## src/rtl/psp_arb_pkg.sv

```systemverilog
// Shared types and constants for the PSP memory-port arbiter.
package psp_arb_pkg;

    typedef enum logic [1:0] {
        IDLE    = 2'd0,
        SERVE_I = 2'd1,
        SERVE_D = 2'd2
    } arb_state_t;

    typedef enum logic {
        REQ_I = 1'b0,
        REQ_D = 1'b1
    } requester_t;

    localparam int ERR_TIMEOUT_BIT = 0;
    localparam int ERR_PROTO_BIT   = 1;

endpackage

```

## src/rtl/psp_arb_watchdog.sv

```systemverilog
// Access watchdog: counts SERVE cycles without a memory response and raises
// a sticky timeout flag once the count saturates at TIMEOUT.
module psp_arb_watchdog #(
    parameter int TIMEOUT = 256,
    parameter int TO_W    = 9
) (
    input  logic clk,
    input  logic reset_n,
    input  logic clr_i,
    input  logic run_i,
    input  logic resp_i,
    output logic timeout_o
);

    localparam logic [TO_W-1:0] LIMIT = TO_W'(TIMEOUT);

    logic [TO_W-1:0] cnt_q, cnt_d;
    logic            timeout_q, timeout_d;

    always_comb begin
        cnt_d = cnt_q;
        if (clr_i) begin
            cnt_d = '0;
        end else if (run_i && !resp_i && (cnt_q != LIMIT)) begin
            cnt_d = cnt_q + TO_W'(1);
        end
        timeout_d = timeout_q | (run_i && (cnt_d == LIMIT));
    end

    always_ff @(posedge clk or negedge reset_n) begin
        if (!reset_n) begin
            cnt_q     <= '0;
            timeout_q <= 1'b0;
        end else begin
            cnt_q     <= cnt_d;
            timeout_q <= timeout_d;
        end
    end

    assign timeout_o = timeout_q;

endmodule

```

## src/rtl/psp_mem_arbiter.sv

```systemverilog
// Two-requester (fetch / load-store) arbiter for the single PSP memory port.
// Define PSP_ARB_ROUND_ROBIN_EN to alternate grants on conflict; default is fixed D priority.
//
// state   | meaning
// IDLE    | no access in flight, requests arbitrated this cycle
// SERVE_I | fetch access on the memory port, waiting for m_resp
// SERVE_D | load/store access on the memory port, waiting for m_resp
module psp_mem_arbiter
    import psp_arb_pkg::*;
#(
    parameter int TIMEOUT = 256,
    parameter int TO_W    = 9
) (
    input  logic        clk,
    input  logic        reset_n,
    input  logic [31:0] i_addr,
    input  logic        i_read,
    output logic [31:0] i_rdata,
    output logic        i_resp,
    input  logic [31:0] d_addr,
    input  logic        d_read,
    input  logic        d_write,
    input  logic [3:0]  d_wmask,
    input  logic [31:0] d_wdata,
    output logic [31:0] d_rdata,
    output logic        d_resp,
    output logic [31:0] m_addr,
    output logic        m_read,
    output logic        m_write,
    output logic [3:0]  m_wmask,
    output logic [31:0] m_wdata,
    input  logic [31:0] m_rdata,
    input  logic        m_resp,
    output logic        busy,
    output logic [1:0]  err
);

    arb_state_t  state_q, state_d;
    logic [31:0] m_addr_q, m_addr_d;
    logic        m_read_q, m_read_d;
    logic        m_write_q, m_write_d;
    logic [3:0]  m_wmask_q, m_wmask_d;
    logic [31:0] m_wdata_q, m_wdata_d;
    logic        err_proto_q, err_proto_d;
    logic        d_req;
    logic        d_first;
    logic        wd_clr;
    logic        wd_run;
    logic        timeout;

`ifdef PSP_ARB_ROUND_ROBIN_EN
    requester_t  rr_last_q, rr_last_d;
    assign d_first = (rr_last_q == REQ_I);
`else
    assign d_first = 1'b1;
`endif

    assign d_req = d_read | d_write;

    always_comb begin
        state_d     = state_q;
        m_addr_d    = m_addr_q;
        m_read_d    = m_read_q;
        m_write_d   = m_write_q;
        m_wmask_d   = m_wmask_q;
        m_wdata_d   = m_wdata_q;
        err_proto_d = err_proto_q;
`ifdef PSP_ARB_ROUND_ROBIN_EN
        rr_last_d   = rr_last_q;
`endif
        case (state_q)
            IDLE: begin
                if (d_read && d_write) begin
                    err_proto_d = 1'b1;
                end
                // A conflicting read+write is still honoured, as a write.
                if (d_req && (!i_read || d_first)) begin
                    state_d   = SERVE_D;
                    m_addr_d  = d_addr;
                    m_write_d = d_write;
                    m_read_d  = d_read & ~d_write;
                    m_wmask_d = d_wmask;
                    m_wdata_d = d_wdata;
`ifdef PSP_ARB_ROUND_ROBIN_EN
                    rr_last_d = REQ_D;
`endif
                end else if (i_read) begin
                    state_d   = SERVE_I;
                    m_addr_d  = i_addr;
                    m_read_d  = 1'b1;
                    m_write_d = 1'b0;
                    m_wmask_d = 4'h0;
                    m_wdata_d = 32'h0;
`ifdef PSP_ARB_ROUND_ROBIN_EN
                    rr_last_d = REQ_I;
`endif
                end
            end
            SERVE_I, SERVE_D: begin
                if (m_resp) begin
                    state_d   = IDLE;
                    m_read_d  = 1'b0;
                    m_write_d = 1'b0;
                end
            end
            default: state_d = IDLE;
        endcase
    end

    always_ff @(posedge clk or negedge reset_n) begin
        if (!reset_n) begin
            state_q     <= IDLE;
            m_addr_q    <= '0;
            m_read_q    <= 1'b0;
            m_write_q   <= 1'b0;
            m_wmask_q   <= '0;
            m_wdata_q   <= '0;
            err_proto_q <= 1'b0;
`ifdef PSP_ARB_ROUND_ROBIN_EN
            rr_last_q   <= REQ_I;
`endif
        end else begin
            state_q     <= state_d;
            m_addr_q    <= m_addr_d;
            m_read_q    <= m_read_d;
            m_write_q   <= m_write_d;
            m_wmask_q   <= m_wmask_d;
            m_wdata_q   <= m_wdata_d;
            err_proto_q <= err_proto_d;
`ifdef PSP_ARB_ROUND_ROBIN_EN
            rr_last_q   <= rr_last_d;
`endif
        end
    end

    assign wd_clr = (state_q == IDLE) && (state_d != IDLE);
    assign wd_run = (state_q != IDLE);

    psp_arb_watchdog #(
        .TIMEOUT (TIMEOUT),
        .TO_W    (TO_W)
    ) u_watchdog (
        .clk       (clk),
        .reset_n   (reset_n),
        .clr_i     (wd_clr),
        .run_i     (wd_run),
        .resp_i    (m_resp),
        .timeout_o (timeout)
    );

    assign m_addr  = m_addr_q;
    assign m_read  = m_read_q;
    assign m_write = m_write_q;
    assign m_wmask = m_wmask_q;
    assign m_wdata = m_wdata_q;

    assign i_rdata = m_rdata;
    assign d_rdata = m_rdata;
    assign i_resp  = (state_q == SERVE_I) && m_resp;
    assign d_resp  = (state_q == SERVE_D) && m_resp;
    assign busy    = (state_q != IDLE);

    assign err[ERR_TIMEOUT_BIT] = timeout;
    assign err[ERR_PROTO_BIT]   = err_proto_q;

endmodule

```

## config.mk

```make
export PLATFORM = sky130hd
export DESIGN_NAME = psp_mem_arbiter
export DESIGN_NICKNAME = d
export VERILOG_FILES = /design/src/rtl/psp_arb_pkg.sv /design/src/rtl/psp_arb_watchdog.sv /design/src/rtl/psp_mem_arbiter.sv
export SDC_FILE = /design/constraint.sdc
export NUM_CORES = 1
export LEC_CHECK = 0
export ABC_AREA = 1
export BUFFER_PORTS_ARGS = -buffer_cell sky130_fd_sc_hd__buf_2
export CAP_MARGIN = 20
export CORE_AREA = 2 2 106 108
export CTS_CLUSTER_SIZE = 10
export DETAILED_ROUTE_END_ITERATION = 10
export DIE_AREA = 0 0 108 110
export PLACE_DENSITY_LB_ADDON = 0.05
export SLEW_MARGIN = 25
export SYNTH_ARGS = -nofsm -noshare
export SYNTH_HDL_FRONTEND = slang
export SYNTH_HIERARCHICAL = 1
export SYNTH_SLANG_ARGS = --single-unit
```

## constraint.sdc

```tcl
create_clock -name clk -period 6 [get_ports clk]
set_input_delay 0.9 -clock clk [delete_from_list [all_inputs] [get_ports clk]]
set_output_delay 0.9 -clock clk [all_outputs]
set_load 0.01 [all_outputs]
```

Word-level counts from Yosys, hierarchy flattened --
Index checks and enable logic that the tools add are counted.
Operators by class: $add $sub $neg 1, $mul 0, divide/modulo/power cells 0, order comparisons 0, eq/ne operators 6, shift operators 0, multiplexer cells 19, bitwise gates (word level) 4, reduce and logical (&&, ||, !) cells 17
Operators with widths (number):
- $mux W32 | 4
- $mux W9 | 2
- $add A9 B1 Y9 const B | 1
- $eq A9 B9 Y1 const B | 1
- $ne A9 B9 Y1 const B | 1
- $mux W4 | 2
- $reduce_bool A2 Y1 | 4
- $logic_and A1 B1 Y1 | 7
- $mux W2 | 3
- $mux W1 | 5
- $pmux W1 S2 | 2
- $pmux W2 S2 | 1
- $reduce_and A2 Y1 | 2
- $ne A3 B3 Y1 const B | 1
- $reduce_and A3 Y1 | 1
- $eq A2 B1 Y1 const B | 1
- $eq A2 B2 Y1 const B | 1
- $logic_not A2 Y1 | 1
- $ne A2 B2 Y1 const B | 1
- $or A1 B1 Y1 | 2
- $reduce_or A2 Y1 | 1
- $and A1 B1 Y1 | 1
- $logic_not A1 Y1 | 1
- $not A1 Y1 | 1
Storage, ports and cells: bits in registers 83, latch bits 0, memory bits (writable) 0, memory bits (read-only) 0, input port bits 138, output and inout port bits 139, word-level logic and storage cells 56, memories kept 0

Logic depth before layout (Yosys ltp) --
Gate-level depths: netlist of the first run.
depth in word-level cells 9, gate-level depth with buffers 16, depth with buffers taken out 16

Hierarchy --
Netlist of the first run, hierarchy kept.
By module, submodules not included:
- psp_mem_arbiter | instances 1, cells an instance 471, area an instance 3833.7 µm², sequential area each 1826.8 µm²
- psp_arb_watchdog | instances 1, cells an instance 90, area an instance 650.6 µm², sequential area each 250.2 µm²

Worst setup path after synthesis of the first run --
OpenSTA, ideal clock, no wires.
path kind input to register, start point in d_read, end point reg u_watchdog.timeout_q, in the netlist u_watchdog/timeout_o, setup time 0.065 ns, data arrival time 2.184 ns, data required time 5.935 ns, setup slack 3.751 ns, stages on the path 14, buffers on the path 1, path through nor2_2 > buf_4 > nand2_1 > nand2_1 > nand2_1 > a21oi_1 > clkinv_1 > nand2_1 > nor2_1 > nor2_1 > nand3_1 > nor2_1 > nand2_1 > nand2_1
On the way: cells in the longest elaborated chain, start to end 9
RTL lines:
- from (decl) | line psp_mem_arbiter.sv:21 | input logic d_read,
- $or A1 B1 Y1 | line psp_mem_arbiter.sv:58 | assign d_req = d_read | d_write;
- $mux W2 | line psp_mem_arbiter.sv:77 | if (d_req && (!i_read || d_first)) begin
- $pmux W2 S2 | line psp_mem_arbiter.sv:71 | case (state_q)
- $reduce_bool A2 Y1 | line psp_mem_arbiter.sv:136 | assign wd_clr = (state_q == IDLE) && (state_d != IDLE);
- $logic_and A1 B1 Y1 | line psp_mem_arbiter.sv:136
- net wd_clr | line psp_mem_arbiter.sv:47 | logic wd_clr;
- $mux W9 | line psp_arb_watchdog.sv:22 | if (clr_i) begin
- net u_watchdog.cnt_d[4] | line psp_arb_watchdog.sv:17 | logic [TO_W-1:0] cnt_q, cnt_d;
- $eq A9 B9 Y1 | line psp_arb_watchdog.sv:27 | timeout_d = timeout_q | (run_i && (cnt_d == LIMIT));
- $logic_and A1 B1 Y1 | line psp_arb_watchdog.sv:27
- $or A1 B1 Y1 | line psp_arb_watchdog.sv:27
- net u_watchdog.timeout_d | line psp_arb_watchdog.sv:18 | logic timeout_q, timeout_d;
- to (signal assigned) | line psp_arb_watchdog.sv:36 | timeout_q <= timeout_d;
- to (decl) | line psp_arb_watchdog.sv:18
The timed path passes the listed nets, and every way through them passes these cells. A chain may end at the register's enable or synchronous reset.

Worst setup path in the final report of the first run --
Same ends and word-level chain as after synthesis.

==> results of run 1 <==
-- cell type report --
cell class	instances	area (um^2)
Fill cell	1083	5450
Sequential cell	83	2080
Clock inverter	3	21.3
Antenna cell	1	2.50
Tap cell	140	175
Inverter	133	499
Timing Repair Buffer	185	992
Clock buffer	13	169
Multi-Input combinational cell	258	1310
-- path summary, 6_finish.rpt --
kind,end,slack [ns],depth (start not counted)
worst min-delay path,u_watchdog/timeout_o,0.47,2
worst min register to register,u_watchdog/timeout_o,0.47,2
worst max register to register,u_watchdog/timeout_o,3.69,16
worst max-delay path,u_watchdog/timeout_o,3.49,14
max in group asynchronous,m_wdata[4],4.90,1
min in group asynchronous,m_wmask[2],0.60,1
-- layout by cell type (no fill, tap or decap) --
cell type,n
clkinvlp_4,1
nor2_2,3
inv_2,2
buf_16,2
ha_1,6
clkbuf_1,1
nand3_2,1
nor2_4,3
inv_1,130
clkinv_2,1
o21ai_2,1
nand2_1,68
diode_2,1
o21ai_0,33
nor2_1,42
nand3_1,19
a31o_2,1
buf_6,1
nand2_2,3
clkinv_4,1
o22ai_1,36
buf_4,2
o21ai_1,1
a21oi_1,37
xnor2_1,1
buf_8,1
clkinv_1,1
dfrtp_1,83
nand4_1,1
a21oi_4,1
nor3_4,1
buf_2,179
clkbuf_8,12
-- logic make-up (layout without fill, tap and decap cells) --
group                      count (synthesis)  after routing  synth area share, %
other                                      0              1                    0
buffers and inverters                    220            334                 24.8
DFF                                       83             83                 46.3
adders and majority gates                  6              6                 1.67
AOI/OAI and AO/OA                        110            110                 13.4
and+or+nand+nor                          141            141                 13.5
xor gates and xnor gates                   1              1                0.195
-- critical path, delay by kind of cell --
kind                   cells  cell delay (ns)
and+or+nand+nor           11             1.29
buffers and inverters      2             0.39
AOI/OAI and AO/OA          1             0.19
-- synthesized netlist by cell type --
master	instances	area, um^2
a31o_2	1	8.76
nand3_1	19	95.1
a21oi_1	37	185
xnor2_1	1	8.76
nand2_1	68	255
nor3_4	1	16.3
o22ai_1	36	225
inv_1	130	488
a21oi_2	1	8.76
buf_4	73	548
dfrtp_1	83	2080
o21ai_1	2	10.0
nand4_1	1	6.26
nand3_2	1	10.0
nor2_1	42	158
nor2_4	2	22.5
clkinv_1	1	3.75
inv_2	2	7.51
clkbuf_1	3	11.3
buf_2	11	55.1
nor2_2	4	25.0
ha_1	6	75.1
o21ai_0	33	165
nand2_2	3	18.8
-- flip-flops by register name, summed over array words and instances (netlist names) --
| name | count |
|---|---|
| state_q | 2 |
| m_read | 1 |
| m_wdata | 32 |
| err_proto_q | 1 |
| m_write | 1 |
| u_watchdog/timeout_o | 1 |
| m_addr | 32 |
| u_watchdog/cnt_q | 9 |
| m_wmask | 4 |
-- metal layers --
metal  global-route usage (%)  vias up  wire length, um
met1                     22.1     1655             4320
met3                     5.64       25              810
li1                         -     1871                -
met4                     6.68        0              202
met2                     28.5      121             5020
met5                        0        -                0
-- through the flow --
| stage | cells | power (uW) |
|---|---|---|
| floorplan | 561 | 1580 |
| global route | 815 | 2530 |
| detailed placement | 799 | 1970 |
| global placement | 796 | 1920 |
| finish | 816 | 2320 |
| CTS | 815 | 2360 |
-- power breakdown --
group	total [uW]	internal (uW)	switching [uW]	leakage (uW)
registers	932	797	134	0.000987
logic	1020	406	610	0.00188
clock network	376	185	192	0.0000956
==> results.cfg, run 1 <==
[status]
outcome = finished clean

[global_route]
grt_max_degree = 84
grt_overflow = 0
antenna_found_initial = 2
grt_pass1_vias = 3417
grt_pass1_wl_um = 16300
grt.total_usage_pct = 17.6

[cts]
cts_setup_buffers = 0
cts_max_level = 3
post_cts_resized = 0
cts_buffer_depth = 2
cts.sinks = 83
hold_buffers = 0
path_clk_slew_ns = 0.07
root_buffer = clkbuf_8
cts_tree = done
cts_buffers = 9
clock_latency_ns = 0.35

[die]
rows = 38
die_area_um2 = 11900
core_area_um2 = 10700
io-pin-count = 277
die_y_um = 110
start_util_pct = 41.9
die_w_um = 108

[worst_setup_path]
worstSetupEndpointType = flip-flop
crit_fanout = 27
cp-startpoint = d_read
slowest_stage = nor2_4
startpoint_type = primary input
rr_startpoint = state_q[1]
criticalPathCategory = primary input to flip-flop
crit_top_cell = nand2_1
worstPathRequired_ns = 6.28
crit_chain = buf_2 > nor2_4 > nand2_1 > nand2_1 > nand2_1 > a21oi_1 > clkinv_1 > nand2_1 > nor2_1 > nor2_1 > nand3_1 > nor2_1 > nand2_1 > nand2_1
cp.arrival_ns = 2.79
max_stage_delay_ns = 0.50

[sta]
slew_headroom_pct = 50.3
tightest_slew_ns = 0.745
final_max_slew_viol_count = 0
rsz0062_at_grt = no
timing.hold.ws_ns = 0.468
finalHoldViolCount = 0
fmax_ghz = 0.399
fin_ws_ns = 3.49
period_share_pct = 41.8
tns_ns = 0
setup_viol_count_final = 0
period_needed_ns = 2.51
skew_ns = 0.0139

[hold_path]
min_path_type = flip-flop to flip-flop
worstHoldStart = u_watchdog/timeout_o

[flow_run]
maxCapViolations = 0

[finish]
design_area_um2 = 5250
syn_to_final_growth_pct = 17.0
nets = 814
fin_util_pct = 49.0
drive_above_1_share_pct = 32.0

[place]
dpl_cell_area_um2 = 5050
hpwl_um = 7850
place_congestion = 0.800
io_buffers = 180
pre_cts_ws_ns = 3.13

[drt]
drc_errors = 0
drt_first_pass_iters = 4
drt_iter0_drc = 95
dr_total_vias = 3672
wire_per_inst_um = 12.7
via_per_inst = 4.50
postRouteAntennaNets = 0
totalWireLength_um = 10400

[synthesis]
ys_ff_latch = 83
ys_warn_count = 6
synth_area_per_cell_um2 = 7.99
synth_nets = 705
ys_types = 24
netlist_area_um2 = 4480
seq_area_frac_synth_pct = 46.3
syn_inst = 561

[power_and_ir_drop]
leakagePower_uw = 0.00296
p_per_area_nw_per_um2 = 443
vdd_drop_max_mv = 0.170
Power figures use the tool's default switching activity.
==> inputs of run 2 (changes only) <==
--- a/config.mk
+++ b/config.mk
@@ -8,10 +8,9 @@
 export ABC_AREA = 1
 export BUFFER_PORTS_ARGS = -buffer_cell sky130_fd_sc_hd__buf_2
 export CAP_MARGIN = 20
-export CORE_AREA = 2 2 106 108
+export CORE_UTILIZATION = 39
 export CTS_CLUSTER_SIZE = 10
 export DETAILED_ROUTE_END_ITERATION = 10
-export DIE_AREA = 0 0 108 110
 export PLACE_DENSITY_LB_ADDON = 0.05
 export SLEW_MARGIN = 25
 export SYNTH_ARGS = -nofsm -noshare
==> constraint.sdc (replaced) <==
create_clock -name clk -period 2.3 [get_ports clk]
set_input_delay 0.345 -clock clk [delete_from_list [all_inputs] [get_ports clk]]
set_output_delay 0.345 -clock clk [all_outputs]
set_load 0.01 [all_outputs]
==> results.cfg, run 2 (same netlist as run 1, synthesis figures left out) <==
[status]
outcome = finished clean

[die]
die_w_um = 109
core_area_um2 = 11000
die_area_um2 = 11900
rows = 38
start_util_pct = 40.7
io-pin-count = 277
die_y_um = 109

[worst_setup_path]
startpoint_type = flip-flop
worstPathRequired_ns = 2.57
r2r_cells = 16
criticalPathCategory = flip-flop to flip-flop
crit_fanout = 9
r2r_slack_ns = 0.19
r2r_end = u_watchdog/timeout_o
cp-startpoint = state_q[1]
cp-endpoint = u_watchdog/timeout_o
cp.arrival_ns = 2.38
rr_startpoint = state_q[1]
worstSetupEndpointType = flip-flop

[finish]
final_cell_mix = buf_2, inv_1, dfrtp_1, nand2_1, nor2_1
syn_to_final_growth_pct = 19.6
fin_cells = 817
layout.cells.most_common = buf_2
antennaDiodeCount = 0
nets = 816
regArea_um2 = 2080
fillers = 1103
drive_above_1_share_pct = 32.3
multi_input_comb_area_um2 = 1310
fin_util_pct = 48.6
design_area_um2 = 5370

[cts]
path_clk_slew_ns = 0.07
clock_latency_ns = 0.33
cts_buffer_depth = 2
cts_buffers = 9
cts_tree = done
cts_max_level = 3
root_buffer = clkbuf_16
cts.sinks = 83

[place]
place_inst = 799
hpwl_um = 7980
dpl_cell_area_um2 = 5030
place_congestion = 0.826
io_buffers = 180

[power_and_ir_drop]
vdd_drop_max_mv = 0.510
p_per_area_nw_per_um2 = 1230
p_total_uw = 6590
leakagePower_uw = 0.00302

[drt]
drc_errors = 0
via_per_inst = 4.55
dr_total_vias = 3714
wire_per_inst_um = 13.4
drt_first_pass_iters = 4
postRouteAntennaNets = 0
totalWireLength_um = 11000
drt_iter0_drc = 117

[hold_path]
min_path_type = primary input to async pin

[global_route]
grt_pass1_wl_um = 17500
grt.total_usage_pct = 19.4
grt_max_degree = 84
grt_pass1_vias = 3648
antenna_found_initial = 1
grt_overflow = 0

[sta]
finalHoldViolCount = 0
setup_viol_count_final = 0
period_share_pct = 91.6
rsz0062_at_grt = no
fmax_ghz = 0.475
slew_headroom_pct = 65.9
final_max_slew_viol_count = 0
skew_ns = 0.00469
tightest_slew_ns = 0.511
period_needed_ns = 2.11

[flow_run]
maxCapViolations = 0
run 2: timing repair:
item                                    in CTS  in global routing
hold buffers                                 0                  0
endpoints found under the setup margin       1                  1
buffers inserted                             0                  2
resized for setup                            1                  2
run 2: how the worst min path moves through the flow:
stage | cells past startpoint | endpoint
2_1_floorplan | 0 | err_proto_q
3_3_place_gp | 2 | m_addr[19]
3_5_place_dp | 2 | m_addr[19]
4_1_cts | 2 | m_addr[19]
5_1_grt | 2 | m_addr[19]
6_report | 2 | m_addr[19]
run 2: layout make-up:
class / count / share of cell area (%)
inverters: 133 / 9.56
well taps: 140 / 3.26
clock inverters: 3 / 0.863
repair buffers: 187 / 18.3
multi-input cells: 258 / 24.5
clock buffers: 13 / 4.85
flip-flops and latches: 83 / 38.7
run 2: metrics by stage:
stage                     TNS [ns]  hold slack, ns  worst slack, ns
after global placement           0           0.417            0.153
after floorplan                  0          0.0494            0.372
final                            0          0.0202            0.193
after detailed placement  -0.00166           0.420         -0.00166
after global routing             0          0.0544          0.00409
after CTS                        0          0.0532           0.0766
run 2: layer usage:
| metal | up-vias | track usage [%] | share of wire (%) |
|---|---|---|---|
| li1 | 1872 | - | - |
| met1 | 1673 | 22.5 | 41 |
| met2 | 110 | 31.9 | 48 |
| met3 | 57 | 4.48 | 6.1 |
| met4 | 2 | 12.9 | 4.5 |
| met5 | - | 0 | 0.16 |
run 2: report_power, final:
part	switching [uW]	total, uW	internal [uW]
logic	1620	2690	1070
clock network	579	1480	904
registers	328	2410	2080
run 2: worst max-delay path: stages, from the launching register on:
cell	delay [ns]
dfrtp_1	0.38
inv_1	0.08
ha_1	0.30
inv_1	0.08
nor2_2	0.13
nand2_1	0.06
nand2_1	0.05
nand2_1	0.07
a21oi_1	0.17
bufinv_8	0.22
nand2_1	0.06
nor2_1	0.05
nor2_1	0.09
nand3_1	0.09
nor2_1	0.09
nand2_1	0.06
nand2_1	0.05
